==> src/rtl/spi_frame_loader_if.sv <==
// SPI pin bundle between an external master and the frame loader.
interface spi_frame_loader_if;
  logic spi_sclk;
  logic spi_cs_n;
  logic spi_mosi;
  logic spi_miso;
  logic spi_miso_oe;

  modport master (
    output spi_sclk, spi_cs_n, spi_mosi,
    input  spi_miso, spi_miso_oe
  );

  modport slave (
    input  spi_sclk, spi_cs_n, spi_mosi,
    output spi_miso, spi_miso_oe
  );
endinterface

==> src/rtl/spi_frame_loader.sv <==
// SPI-slave register file: double-buffered 64-bit LED frame
// plus live control bytes, committed on the driver frame boundary.
module spi_frame_loader #(
  parameter int MEMORY_COUNT = 12,
  parameter int FRAME_BYTES  = 8
) (
  input  logic                          clk,
  input  logic                          rst_n,
  spi_frame_loader_if.slave             spi,
  input  logic                          frame_done,
  output logic [63:0]                   frame_buffer,
  output logic [8*(MEMORY_COUNT-8)-1:0] ctrl_regs,
  output logic                          commit_pending
);

  typedef enum logic [1:0] {
    IDLE,
    CMD,
    DATA
  } state_e;

  logic [2:0] sclk_q;
  logic [1:0] cs_q;
  logic [1:0] mosi_q;

  state_e     state_q;
  logic [2:0] bit_q;
  logic [6:0] sh_q;
  logic       rd_q;
  logic [3:0] addr_q;
  logic       load_q;
  logic [7:0] tx_q;
  logic       dirty_q;
  logic       pend_q;
  logic       oe_q;
  logic [7:0] mem_q   [MEMORY_COUNT];
  logic [7:0] frame_q [FRAME_BYTES];

  logic       rise;
  logic       fall;
  logic       cs_on;
  logic [7:0] byte_d;
  logic       in_range;
  logic [7:0] rd_byte;
  logic [3:0] addr_d;

  always_ff @(posedge clk or negedge rst_n) begin
    if (!rst_n) begin
      sclk_q <= '0;
      cs_q   <= '1;
      mosi_q <= '0;
    end else begin
      sclk_q <= {sclk_q[1:0], spi.spi_sclk};
      cs_q   <= {cs_q[0], spi.spi_cs_n};
      mosi_q <= {mosi_q[0], spi.spi_mosi};
    end
  end

  assign rise     = sclk_q[1] & ~sclk_q[2];
  assign fall     = ~sclk_q[1] & sclk_q[2];
  assign cs_on    = ~cs_q[1];
  assign byte_d   = {sh_q, mosi_q[1]};
  assign in_range = {1'b0, addr_q} < 5'(MEMORY_COUNT);
  assign rd_byte  = in_range ? mem_q[addr_q] : 8'h00;
  assign addr_d   = (addr_q == 4'(MEMORY_COUNT-1))
                  ? 4'd0 : addr_q + 4'd1;

  always_ff @(posedge clk or negedge rst_n) begin
    if (!rst_n) begin
      state_q <= IDLE;
      bit_q   <= '0;
      sh_q    <= '0;
      rd_q    <= 1'b0;
      addr_q  <= '0;
      load_q  <= 1'b0;
      tx_q    <= '0;
      dirty_q <= 1'b0;
      pend_q  <= 1'b0;
      oe_q    <= 1'b0;
      for (int i = 0; i < MEMORY_COUNT; i++) mem_q[i] <= '0;
      for (int i = 0; i < FRAME_BYTES; i++) frame_q[i] <= '0;
    end else begin
      oe_q <= cs_on;
      // Nonblocking copy takes the pre-write shadow on a clash.
      if (frame_done && pend_q) begin
        for (int i = 0; i < FRAME_BYTES; i++) frame_q[i] <= mem_q[i];
        pend_q <= 1'b0;
      end
      unique case (state_q)
        IDLE: begin
          tx_q <= '0;
          if (cs_on) begin
            state_q <= CMD;
            bit_q   <= '0;
            load_q  <= 1'b0;
          end
        end
        default: begin
          if (!cs_on) begin
            state_q <= IDLE;
            tx_q    <= '0;
            if (dirty_q) begin
              pend_q  <= 1'b1;
              dirty_q <= 1'b0;
            end
          end else begin
            if (rise) begin
              sh_q  <= byte_d[6:0];
              bit_q <= bit_q + 3'd1;
              if (bit_q == 3'd7) begin
                load_q <= 1'b1;
                if (state_q == CMD) begin
                  state_q <= DATA;
                  rd_q    <= byte_d[7];
                  addr_q  <= byte_d[3:0];
                end else begin
                  addr_q <= addr_d;
                  if (!rd_q && in_range) begin
                    mem_q[addr_q] <= byte_d;
                    if (addr_q < 4'(FRAME_BYTES)) dirty_q <= 1'b1;
                  end
                end
              end
            end
            if (fall) begin
              load_q <= 1'b0;
              if (load_q && rd_q) tx_q <= rd_byte;
              else                tx_q <= {tx_q[6:0], 1'b0};
            end
          end
        end
      endcase
    end
  end

  assign spi.spi_miso    = tx_q[7];
  assign spi.spi_miso_oe = oe_q;
  assign commit_pending  = pend_q;

  always_comb begin
    frame_buffer = '0;
    for (int i = 0; i < FRAME_BYTES; i++) frame_buffer[8*i +: 8] = frame_q[i];
  end

  for (genvar k = 0; k < MEMORY_COUNT-8; k++) begin : g_ctrl
    assign ctrl_regs[8*k +: 8] = mem_q[FRAME_BYTES+k];
  end

endmodule

==> src/flat_wrapper.sv <==
// flat-port wrapper written by rule: the top's interface ports become plain ports
module spi_frame_loader_flat 
#(
  parameter int MEMORY_COUNT = 12,
  parameter int FRAME_BYTES  = 8
)
  (clk, rst_n, frame_done, frame_buffer, ctrl_regs, commit_pending, spi_spi_sclk, spi_spi_cs_n, spi_spi_mosi, spi_spi_miso, spi_spi_miso_oe);
  spi_frame_loader_if spi_i ();
  input  logic clk;
  input  logic rst_n;
  input  logic frame_done;
  output logic [63:0] frame_buffer;
  output logic [8*(MEMORY_COUNT-8)-1:0] ctrl_regs;
  output logic commit_pending;
  input wire logic [$bits(spi_i.spi_sclk)-1:0] spi_spi_sclk;
  input wire logic [$bits(spi_i.spi_cs_n)-1:0] spi_spi_cs_n;
  input wire logic [$bits(spi_i.spi_mosi)-1:0] spi_spi_mosi;
  output wire logic [$bits(spi_i.spi_miso)-1:0] spi_spi_miso;
  output wire logic [$bits(spi_i.spi_miso_oe)-1:0] spi_spi_miso_oe;
  assign spi_i.spi_sclk = spi_spi_sclk;
  assign spi_i.spi_cs_n = spi_spi_cs_n;
  assign spi_i.spi_mosi = spi_spi_mosi;
  assign spi_spi_miso = spi_i.spi_miso;
  assign spi_spi_miso_oe = spi_i.spi_miso_oe;
  spi_frame_loader #(.MEMORY_COUNT(MEMORY_COUNT), .FRAME_BYTES(FRAME_BYTES)) u_core (.clk(clk), .rst_n(rst_n), .spi(spi_i), .frame_done(frame_done), .frame_buffer(frame_buffer), .ctrl_regs(ctrl_regs), .commit_pending(commit_pending));
endmodule
==> config.mk <==
export PLATFORM = sky130hd
export DESIGN_NAME = spi_frame_loader_flat
export DESIGN_NICKNAME = d
export VERILOG_FILES = /design/src/rtl/spi_frame_loader_if.sv /design/src/rtl/spi_frame_loader.sv /design/src/flat_wrapper.sv
export SDC_FILE = /design/constraint.sdc
export NUM_CORES = 1
export LEC_CHECK = 0
export BUFFER_PORTS_ARGS = -buffer_cell sky130_fd_sc_hd__buf_2
export CAP_MARGIN = 20
export CORE_ASPECT_RATIO = 0.75
export CORE_UTILIZATION = 40
export CTS_CLUSTER_SIZE = 10
export DETAILED_ROUTE_END_ITERATION = 8
export PLACE_DENSITY_LB_ADDON = 0.2
export SLEW_MARGIN = 20
export SYNTH_ARGS = -nofsm -noshare
export SYNTH_HDL_FRONTEND = slang
export SYNTH_SLANG_ARGS = --single-unit
==> constraint.sdc <==
create_clock -name clk -period 2.5 [get_ports clk]
set_input_delay 0.375 -clock clk [delete_from_list [all_inputs] [get_ports clk]]
set_output_delay 0.375 -clock clk [all_outputs]
set_load 0.005 [all_outputs]
# Word-level counts from Yosys, hierarchy flattened
# Index checks and enable logic that the tools add are counted.
# op_classes
n_mux	39
magnitude_cmp	4
reduce_logical	25
addsub	2
n_eq_ne	5
n_bitwise	8
# op_table
cell	count
$bwmux 96	1
$mux 8	8
$bmux 8 s4	1
$demux 8 s4	1
$reduce_bool 3->1	6
$mux 1	16
$mux 2	6
$mux 3	4
$reduce_and 6->1	2
$reduce_bool 2->1	5
$lt 4x4->1 const B	2
$mux 4	2
$reduce_and 4->1	2
$reduce_and 3->1	2
$ge 5x5->1 const B	1
$lt 5x1->1 const B	1
$not 1->1	5
$not 4->5	1
$reduce_and 5->1	1
$add 4x1->4 const B	1
$eq 4x4->1 const B	1
$logic_and 1x1->1	4
$add 3x1->3 const B	1
$eq 3x3->1 const B	1
7 further kinds	8
# word_totals
output_inout_bits	99
in_bits	6
word_cells	116
register_bits	196

# Logic depth before layout (Yosys ltp)
# Gate-level depths: netlist of the first run.
# depth
word_depth	9
depth_mapped	7
depth_no_buf	6

# Worst setup path after synthesis of the first run
# Ideal clock, no wire load.
# synth_path
path_kind	reg-to-reg
start	reg u_core.addr_q[0]
end	reg u_core.mem_q[40] (netlist bit)
synth_period_minus_slack_ns	1.893
path_stages_with_launch	8
t_required_ns	2.375
slack_ns	0.607
path_buffers	2
t_arrival_ns	1.769
setup_ns	0.125
path_cell_list	dfrtp_1 -> buf_2 -> buf_4 -> inv_1 -> ha_1 -> nand2_1 -> nor2_2 -> mux2_2
# synth_between
elab_chain_len	6
elab_cells_between_ends	10
cone_classes	order compare: 3; mux: 3; bitwise: 1; reduce/logical: 3
# synth_rtl
item	line_no	rtl
start, declared	spi_frame_loader.sv:30	logic [3:0] addr_q;
start signal, assigned	spi_frame_loader.sv:115	addr_q <= byte_d[3:0];
start signal, assigned	spi_frame_loader.sv:117	addr_q <= addr_d;
$not 4->5 (not written as such)	spi_frame_loader.sv:119	mem_q[addr_q] <= byte_d;
$ge 5x5->1 (not written as such) / $lt 5x1->1 (equally long branches)	spi_frame_loader.sv:119	
$logic_and 1x1->1 (not written as such)	spi_frame_loader.sv:119	
$mux 8 (not written as such)	spi_frame_loader.sv:119	
$demux 8 s4	spi_frame_loader.sv:119	
$bwmux 96	spi_frame_loader.sv:119	
end signal, assigned by index	spi_frame_loader.sv:119	
end, declared	spi_frame_loader.sv:36	logic [7:0] mem_q [MEMORY_COUNT];
# Several ways; a longest one is shown, not always the timed one.
# A chain may end at the register's enable or synchronous reset.

# Worst setup path in the final report of the first run
# layout_path
start	reg u_core.bit_q[1]
end	reg u_core.mem_q[57] (netlist bit)
# layout_between
elab_chain_len	2
# layout_rtl
item	line_no	rtl
start, declared	spi_frame_loader.sv:27	logic [2:0] bit_q;
start signal, assigned	spi_frame_loader.sv:109	bit_q <= bit_q + 3'd1;
$eq 3x3->1	spi_frame_loader.sv:110	if (bit_q == 3'd7) begin
$reduce_and 6->1 (no line)	-	
# No other way between the ends.

==> flow_metrics.py, run 1 <==
metrics = {
    "logic_synthesis": {
        "syn_inst": 577,
        "yosysWarnings": 0,
        "synth_area_sq_um": 8541,
        "yosys.area.top_type_share": 0.5684,
        "synth_area_leaders": "dfrtp_1 57%, mux2_2 22%, mux4_2 6.3%",
        "avgSynthCellArea_sq_um": 14.80,
        "syn-num-nets": 589,
        "synth_seq_cells": 196,
        "ys_seq_area_frac": 0.5746,
        "synth_top_cell_by_area": "dfrtp_1",
        "synth_cell_types": 40,
    },
    "grt": {
        "overflow": 0,
        "top_usage_layer": "met1",
        "grtUsageMet2": 0.2691,
        "met1_usage": 0.2923,
        "grt_pass1_wl_mm": 30.84,
        "grt_util_met3": 0.04214,
        "grt_max_degree": 65,
        "grt_usage": 0.1902,
        "grt_pass1_vias": 5229,
        "antenna_found_initial": 0,
    },
    "critical_path": {
        "critPathLaunchType": "flip-flop",
        "r2r_start": "u_core.bit_q[1]",
        "crit_arrival_ns": 2.58,
        "crit_fanout": 8,
        "crit_type": "reg -> reg",
        "r2r_cells": 6,
        "regToRegSetupSlack_ns": 0.23,
        "r2r-end": "u_core.mem_q[57]",
        "endpoint_kind": "flip-flop",
        "crit_required_ns": 2.81,
    },
    "finish": {
        "fillCellCount": 1812,
        "nNetsFinal": 665,
        "antennaDiodeCount": 0,
        "final_common_cell": "dfrtp_1",
        "area_growth_pct": 14.31,
        "final_cell_mix": "193 x dfrtp_1, 167 x mux2_2, 103 x buf_2",
        "drive_above_1_share": 0.5346,
    },
    "timing": {
        "max_freq_ghz": 0.4396,
        "skew_ns": 0.01474,
        "fin_crit_sh": 0.9099,
        "finalSetupTns_ns": 0,
        "hold_ws_ns": 0.04723,
        "maxSlewHeadroom": 0.5575,
        "final_max_slew_viol_count": 0,
        "period_minus_slack_ns": 2.275,
        "tightest_slew_ns": 0.6631,
        "setup_violations": 0,
        "rsz0062_at_grt": "false",
        "final_hold_viol_count": 0,
    },
    "clock_network": {
        "root_buffer": "clkbuf_16",
        "cts_buffer_depth": 2,
        "cts.sinks": 196,
        "cts_made_buffers": 17,
        "clk_pin_slew_worst_paths_ns": 0.06,
        "tritoncts": "built",
        "htreeDepth": 4,
        "cts_resized": 0,
        "clkLatencyLatePin_ns": 0.44,
    },
    "placement": {
        "numPortBuffers": 104,
        "place.gp.congestion": 0.8861,
        "dp_hpwl_mm": 13.44,
    },
    "drt": {
        "totalWireLength_mm": 19.31,
        "viasPerCell": 5.301,
        "vias": 5015,
        "first_pass_iters": 5,
        "drcViolationCount": 0,
        "drt.antenna.violating_nets": 0,
        "wire_per_inst_um": 20.42,
        "first_iter_violations": 335,
    },
    "power_and_ir_drop": {
        "share_comb_of_total_power": 0.025,
        "power.total_w": 0.006124,
        "vdd_drop_max_uv": 430.4,
        "intPower_w": 0.004669,
        "swShare": 0.2377,
        "p_per_area_nw_per_um2": 627.3,
        "p_leak_nw": 4.948,
        "p_switching_w": 0.001455,
        "power_frac_clock": 0.426,
        "seqPwrFrac": 0.550,
    },
    "run": {
        "max_cap_viol_count": 0,
    },
    "worst_hold_path": {
        "min_to": "u_core.cs_q[0]",
        "min-delay-start": "spi_spi_cs_n",
        "min_path_type": "in -> reg",
        "hold_path_depth": 1,
    },
    "die": {
        "row_count": 45,
        "dieArea_sq_um": 21950,
        "initial_utilization": 0.4156,
        "ios": 105,
        "core-area_sq_um": 20550,
        "die_h_um": 128.5,
        "die_w_um": 170.7,
    },
    "outcome": {
        "status": "finished clean",
    },
}
-- routing by layer --
layer	vias up	routed length, um
li1	2209	-
met1	2658	9774
met2	130	8443
met3	18	889
met4	0	207
met5	-	0
-- cell families (layout without fill, tap and decap cells) --
| logic type | after synthesis | after routing | share of synthesized area |
|---|---|---|---|
| AO/OA/AOI/OAI | 47 | 47 | 0.03706 |
| adder cells (fa/ha/maj) | 6 | 6 | 0.008790 |
| buffers and inverters | 68 | 155 | 0.04600 |
| flip-flops | 196 | 196 | 0.5746 |
| multiplexers | 197 | 197 | 0.2908 |
| AND/OR/NAND/NOR | 63 | 63 | 0.04278 |
-- area by class of cell --
type	count	area (sq um)	share of cell area
Multi-Input combinational cell	313	3243	0.3322
Tap cell	282	352.8	0.03614
Timing Repair Buffer	118	686.9	0.07036
Clock inverter	10	98.84	0.01012
Clock buffer	20	446.7	0.04575
Sequential cell	196	4908	0.5028
Inverter	7	26.28	0.002691
-- sequential cells by signal, summed over array words and instances, names as in the netlist, 3 cells and up --
name and count:
u_core.sclk_q 3, u_core.addr_q 4, u_core.mem_q 64, u_core.tx_q 8, u_core.bit_q 3, u_core.sh_q 7, u_core.frame_buffer 64, u_core.ctrl_regs 32
-- metrics by stage --
step	worst slack [ns]	instances	cell area, sq um	utilization
after floorplan	0.6066	577	8541	-
after CTS	0.2481	946	9763	0.4751
after global routing	0.1013	946	9763	0.4751
after global placement	0.3098	915	9208	0.4480
final	0.2252	946	9763	0.4751
after detailed placement	0.2648	915	9208	0.4480
-- power by group through the flow --
stage,clock network (W),logic [W],registers (W)
after floorplan,0,0.000119,0.00331
after global placement,0,0.000148,0.00343
after detailed placement,0,0.000155,0.00343
after CTS,0.00269,0.000157,0.00336
after global routing,0.00281,0.000174,0.00338
final,0.00261,0.000151,0.00337
-- cells in the mapped netlist --
library cell  number
buf_1              2
a31oi_1            2
a211oi_1           2
nor2_2             8
nor2_1             8
o221ai_1           7
and2_1             1
ha_1               6
and4bb_2           1
nand3_2            4
and3b_1            1
nor3_1             1
nand3_1            3
nand2_1           18
o21bai_1           1
inv_1              7
a2bb2oi_1          1
a22oi_1            8
o31ai_1            2
and4b_1            1
a21oi_1           12
buf_2              8
buf_4             34
mux2i_1            4
o21ba_2            1
o22ai_1            3
a22o_1             2
nand2b_1           3
mux4_2            24
o21ai_0            6
clkbuf_1          17
mux2_1             2
or3_1              1
and3_1             1
nor3b_4            1
nand3b_1           1
dfrtp_1          194
nor2b_1           10
dfstp_2            2
mux2_2           167
-- how the worst max path moves through the flow --
stage	startpoint	endpoint	cells past startpoint
global route	u_core.bit_q[1]	u_core.mem_q[57]	6
CTS	u_core.bit_q[1]	u_core.mem_q[57]	6
floorplan	u_core.addr_q[0]	u_core.mem_q[40]	7
detailed placement	u_core.bit_q[0]	u_core.mem_q[57]	6
finish	u_core.bit_q[1]	u_core.mem_q[57]	6
global placement	u_core.bit_q[0]	u_core.mem_q[53]	6
-- critical path: stages, from the launching register on --
cell,delay [ns]
dfrtp_1,0.36
ha_1,0.15
ha_1,0.18
and4bb_2,0.29
nand3b_1,0.21
nor2_2,0.55
mux2_2,0.41
-- timing repair --
item,in CTS,in global routing
hold buffers,1,0
setup buffers,0,0
endpoints found under the hold margin,43,0
endpoints found under the setup margin,0,0
Power figures use the tool's default switching activity.
==> run 2, diff against run 1 <==
==> constraint.sdc (replaced) <==
create_clock -name clk -period 2.5 [get_ports clk]
set_input_delay 0.625 -clock clk [delete_from_list [all_inputs] [get_ports clk]]
set_output_delay 0.625 -clock clk [all_outputs]
set_load 0.005 [all_outputs]
==> flow_metrics.py, run 2 (same netlist as run 1, synthesis figures left out) <==
metrics = {
    "critical_path": {
        "crit_fanout": 10,
        "critPathLaunchType": "flip-flop",
        "crit_type": "reg -> reg",
        "crit_arrival_ns": 2.56,
        "endpoint_kind": "flip-flop",
        "crit_required_ns": 2.81,
    },
    "timing": {
        "final_hold_viol_count": 0,
        "period_minus_slack_ns": 2.252,
        "setup_violations": 0,
        "rsz0062_at_grt": "false",
        "max_freq_ghz": 0.4440,
        "skew_ns": 0.01277,
        "finalSetupTns_ns": 0,
        "final_max_slew_viol_count": 0,
        "tightest_slew_ns": 0.6601,
        "fin_crit_sh": 0.9009,
        "maxSlewHeadroom": 0.5595,
    },
    "placement": {
        "dp_hpwl_mm": 13.42,
        "numPortBuffers": 104,
        "place.gp.congestion": 0.8954,
    },
    "die": {
        "ios": 105,
        "core-area_sq_um": 20550,
        "row_count": 45,
        "die_h_um": 128.5,
        "initial_utilization": 0.4156,
        "die_w_um": 170.7,
        "dieArea_sq_um": 21950,
    },
    "power_and_ir_drop": {
        "vdd_drop_max_uv": 384.5,
        "p_leak_nw": 4.955,
        "power.total_w": 0.006184,
        "p_per_area_nw_per_um2": 632.9,
    },
    "run": {
        "max_cap_viol_count": 0,
    },
    "grt": {
        "antenna_found_initial": 0,
        "grt_pass1_vias": 5253,
        "grt_pass1_wl_mm": 30.77,
        "overflow": 0,
        "grt_max_degree": 65,
        "grt_usage": 0.1893,
    },
    "outcome": {
        "status": "finished clean",
    },
    "clock_network": {
        "htreeDepth": 4,
        "cts_resized": 0,
        "cts_buffer_depth": 2,
        "clkLatencyLatePin_ns": 0.43,
        "clk_pin_slew_worst_paths_ns": 0.07,
        "cts_setup_buffers": 0,
        "ctsHoldBuffers": 0,
        "root_buffer": "clkbuf_16",
        "cts_made_buffers": 17,
        "cts.sinks": 196,
        "tritoncts": "built",
    },
    "finish": {
        "antennaDiodeCount": 0,
        "final_cell_mix": "193 x dfrtp_1, 167 x mux2_2, 103 x buf_2",
        "area_growth_pct": 14.40,
        "final_common_cell": "dfrtp_1",
        "nNetsFinal": 664,
        "drive_above_1_share": 0.5346,
        "fillCellCount": 1855,
    },
    "drt": {
        "first_iter_violations": 350,
        "first_pass_iters": 5,
        "viasPerCell": 5.305,
        "vias": 5019,
        "totalWireLength_mm": 19.36,
        "drcViolationCount": 0,
        "wire_per_inst_um": 20.46,
        "drt.antenna.violating_nets": 0,
    },
    "worst_hold_path": {
        "min_path_type": "in -> async",
    },
}
-- run 2: power breakdown --
part           internal, W  total (W)  leakage [nW]  switching (W)
sequential         0.00321    0.00337          2.71       0.000157
combinational    0.0000565   0.000148          1.97      0.0000919
clock              0.00148    0.00267         0.275        0.00119
total              0.00474    0.00618          4.95        0.00144
-- run 2: path summary, 6_finish.rpt --
check                             startpoint                   to  slack [ns]  depth (start not counted)
max in group asynchronous              rst_n       u_core.cs_q[1]        1.63                          2
hold reg to reg             u_core.mosi_q[0]     u_core.mosi_q[1]        0.36                          0
hold / removal                         rst_n  u_core.ctrl_regs[2]        0.16                          1
setup / recovery           u_core.state_q[1]  u_core.ctrl_regs[7]        0.25                          4
setup reg to reg           u_core.state_q[1]  u_core.ctrl_regs[7]        0.25                          4
min in group clk                spi_spi_cs_n       u_core.cs_q[0]        0.30                          1
-- run 2: cell type report --
type,count,area (sq um),area share
clock buffers,20,436.7,0.04469
flip-flops and latches,196,4908,0.5024
well taps,282,352.8,0.03611
repair buffers,117,676.9,0.06928
multi-input cells,313,3243,0.3319
inverters,7,26.28,0.002689
clock inverters,11,126.4,0.01293
-- run 2: through the flow --
step / std cells / area, sq um / utilization / worst slack [ns] / hold WS (ns)
CTS: 946 / 9771 / 0.4754 / 0.2519 / 0.1757
finish: 946 / 9771 / 0.4754 / 0.2478 / 0.1553
floorplan: 577 / 8541 / - / 0.6066 / 0.3294
global route: 946 / 9771 / 0.4754 / 0.1278 / 0.1861
global placement: 915 / 9208 / 0.4480 / 0.3008 / 0.3432
detailed placement: 915 / 9208 / 0.4480 / 0.2766 / 0.3457
-- run 2: metal layers --
metal  global-route usage  part of all wire  up-vias
met3              0.04583             0.048       18
met4              0.04981             0.010        0
met2               0.2689              0.44      129
met5                    0                 0        -
met1               0.2875              0.51     2652
li1                     -                 -     2220
-- run 2: worst max-delay path, cell delays in order, from the launching register on --
cell	delay (ns)
dfrtp_1	0.49
nor2b_1	0.50
nand2_1	0.19
nor2_2	0.54
mux2_2	0.41
==> run 3, diff against run 2 <==
--- a/config.mk
+++ b/config.mk
@@ -12,6 +12,7 @@
 export CTS_CLUSTER_SIZE = 10
 export DETAILED_ROUTE_END_ITERATION = 8
 export PLACE_DENSITY_LB_ADDON = 0.2
+export REMOVE_ABC_BUFFERS = 1
 export SLEW_MARGIN = 20
 export SYNTH_ARGS = -nofsm -noshare
 export SYNTH_HDL_FRONTEND = slang
==> flow_metrics.py, run 3 (same netlist as run 1, synthesis figures left out) <==
metrics = {
    "outcome": {
        "status": "finished clean",
    },
    "finish": {
        "multiInputGateArea_sq_um": 3243,
        "regArea_sq_um": 4908,
        "final_common_cell": "dfrtp_1",
        "antennaDiodeCount": 0,
        "fillCellCount": 1810,
        "drive_above_1_share": 0.5404,
        "stdcell_area_sq_um": 9812,
        "nNetsFinal": 668,
        "area_growth_pct": 14.88,
        "final_cell_mix": "193 x dfrtp_1, 167 x mux2_2, 103 x buf_2",
    },
    "clock_network": {
        "clkLatencyLatePin_ns": 0.43,
        "cts_resized": 0,
        "tritoncts": "built",
        "ctsHoldBuffers": 0,
        "cts.sinks": 196,
        "cts_made_buffers": 17,
        "cts_setup_buffers": 0,
        "clk_pin_slew_worst_paths_ns": 0.07,
        "htreeDepth": 4,
        "cts_buffer_depth": 2,
        "root_buffer": "clkbuf_16",
    },
    "drt": {
        "first_iter_violations": 227,
        "vias": 5004,
        "wire_per_inst_um": 20.80,
        "totalWireLength_mm": 19.76,
        "drt.antenna.violating_nets": 0,
        "first_pass_iters": 4,
        "drcViolationCount": 0,
        "viasPerCell": 5.267,
    },
    "timing": {
        "hold_ws_ns": 0.1484,
        "maxSlewHeadroom": 0.5593,
        "max_freq_ghz": 0.4516,
        "skew_ns": 0.01060,
        "final_hold_viol_count": 0,
        "rsz0062_at_grt": "false",
        "fin_crit_sh": 0.8857,
        "final_max_slew_viol_count": 0,
        "tightest_slew_ns": 0.6610,
        "setup_violations": 0,
        "period_minus_slack_ns": 2.214,
    },
    "run": {
        "max_cap_viol_count": 0,
    },
    "grt": {
        "overflow": 0,
        "grt_pass1_wl_mm": 31.57,
        "grt_usage": 0.1951,
        "antenna_found_initial": 1,
        "grt_max_degree": 65,
        "grt_pass1_vias": 5190,
    },
    "critical_path": {
        "crit_required_ns": 2.81,
        "r2r_start": "u_core.bit_q[0]",
        "r2r_cells": 6,
        "r2r-end": "u_core.mem_q[55]",
        "crit_fanout": 8,
        "crit_type": "reg -> reg",
        "cp-startpoint": "u_core.bit_q[0]",
        "regToRegSetupSlack_ns": 0.29,
        "crit_arrival_ns": 2.52,
        "critPathLaunchType": "flip-flop",
        "worstSetupEndpoint": "u_core.mem_q[55]",
        "endpoint_kind": "flip-flop",
    },
    "die": {
        "dieArea_sq_um": 21950,
        "initial_utilization": 0.4156,
        "row_count": 45,
        "ios": 105,
        "die_h_um": 128.5,
        "die_w_um": 170.7,
        "core-area_sq_um": 20550,
    },
    "placement": {
        "place.gp.congestion": 0.8572,
        "numPortBuffers": 104,
        "place_area_sq_um": 9250,
        "dp_hpwl_mm": 14.00,
    },
    "power_and_ir_drop": {
        "p_per_area_nw_per_um2": 627.1,
        "vdd_drop_max_uv": 330.2,
        "power.total_w": 0.006153,
        "p_leak_nw": 4.971,
    },
    "worst_hold_path": {
        "min_path_type": "in -> async",
    },
}
-- run 3: cell type report --
type,instances,area share
flip-flops and latches,196,0.5003
multi-input cells,313,0.3305
repair buffers,121,0.07332
clock buffers,20,0.04654
well taps,282,0.03596
clock inverters,11,0.01071
inverters,7,0.002678
-- run 3: worst max-delay path, stage by stage, from the launching register on --
cell      delay, ns
dfrtp_1        0.36
ha_1           0.18
ha_1           0.20
and4bb_2       0.27
nand3b_1       0.19
nor2_2         0.48
mux2_2         0.40
-- run 3: metal layers --
layer	track usage	up-vias	routed length (um)
met1	0.2923	2655	9962
met5	0	-	0
met2	0.2764	114	8682
met3	0.04799	15	916
li1	-	2220	-
met4	0.06147	0	204
-- run 3: worst min path at each step --
stage | slack (ns) | to | startpoint | depth (start not counted)
2_1_floorplan | 0.33 | u_core.addr_q[0] | rst_n | 0
3_3_place_gp | 0.34 | u_core.mosi_q[1] | u_core.mosi_q[0] | 0
3_5_place_dp | 0.33 | u_core.mosi_q[1] | u_core.mosi_q[0] | 0
4_1_cts | 0.16 | u_core.frame_buffer[9] | rst_n | 1
5_1_grt | 0.17 | u_core.frame_buffer[9] | rst_n | 1
6_report | 0.15 | u_core.frame_buffer[9] | rst_n | 1
-- run 3: stage by stage --
step,setup WS (ns),instances,utilization,setup TNS (ns)
floorplan,-0.03033,516,-,-2.009
global placement,0.3731,919,0.4501,0
detailed placement,0.3273,919,0.4501,0
CTS,0.3019,950,0.4774,0
global route,0.1625,950,0.4774,0
finish,0.2856,950,0.4774,0
-- run 3: power breakdown --
group          internal (W)  switching, W  leakage, nW
Sequential          0.00321      0.000167         2.71
Clock               0.00143       0.00120        0.264
Combinational     0.0000577     0.0000908         2.00
Total               0.00469       0.00146         4.97
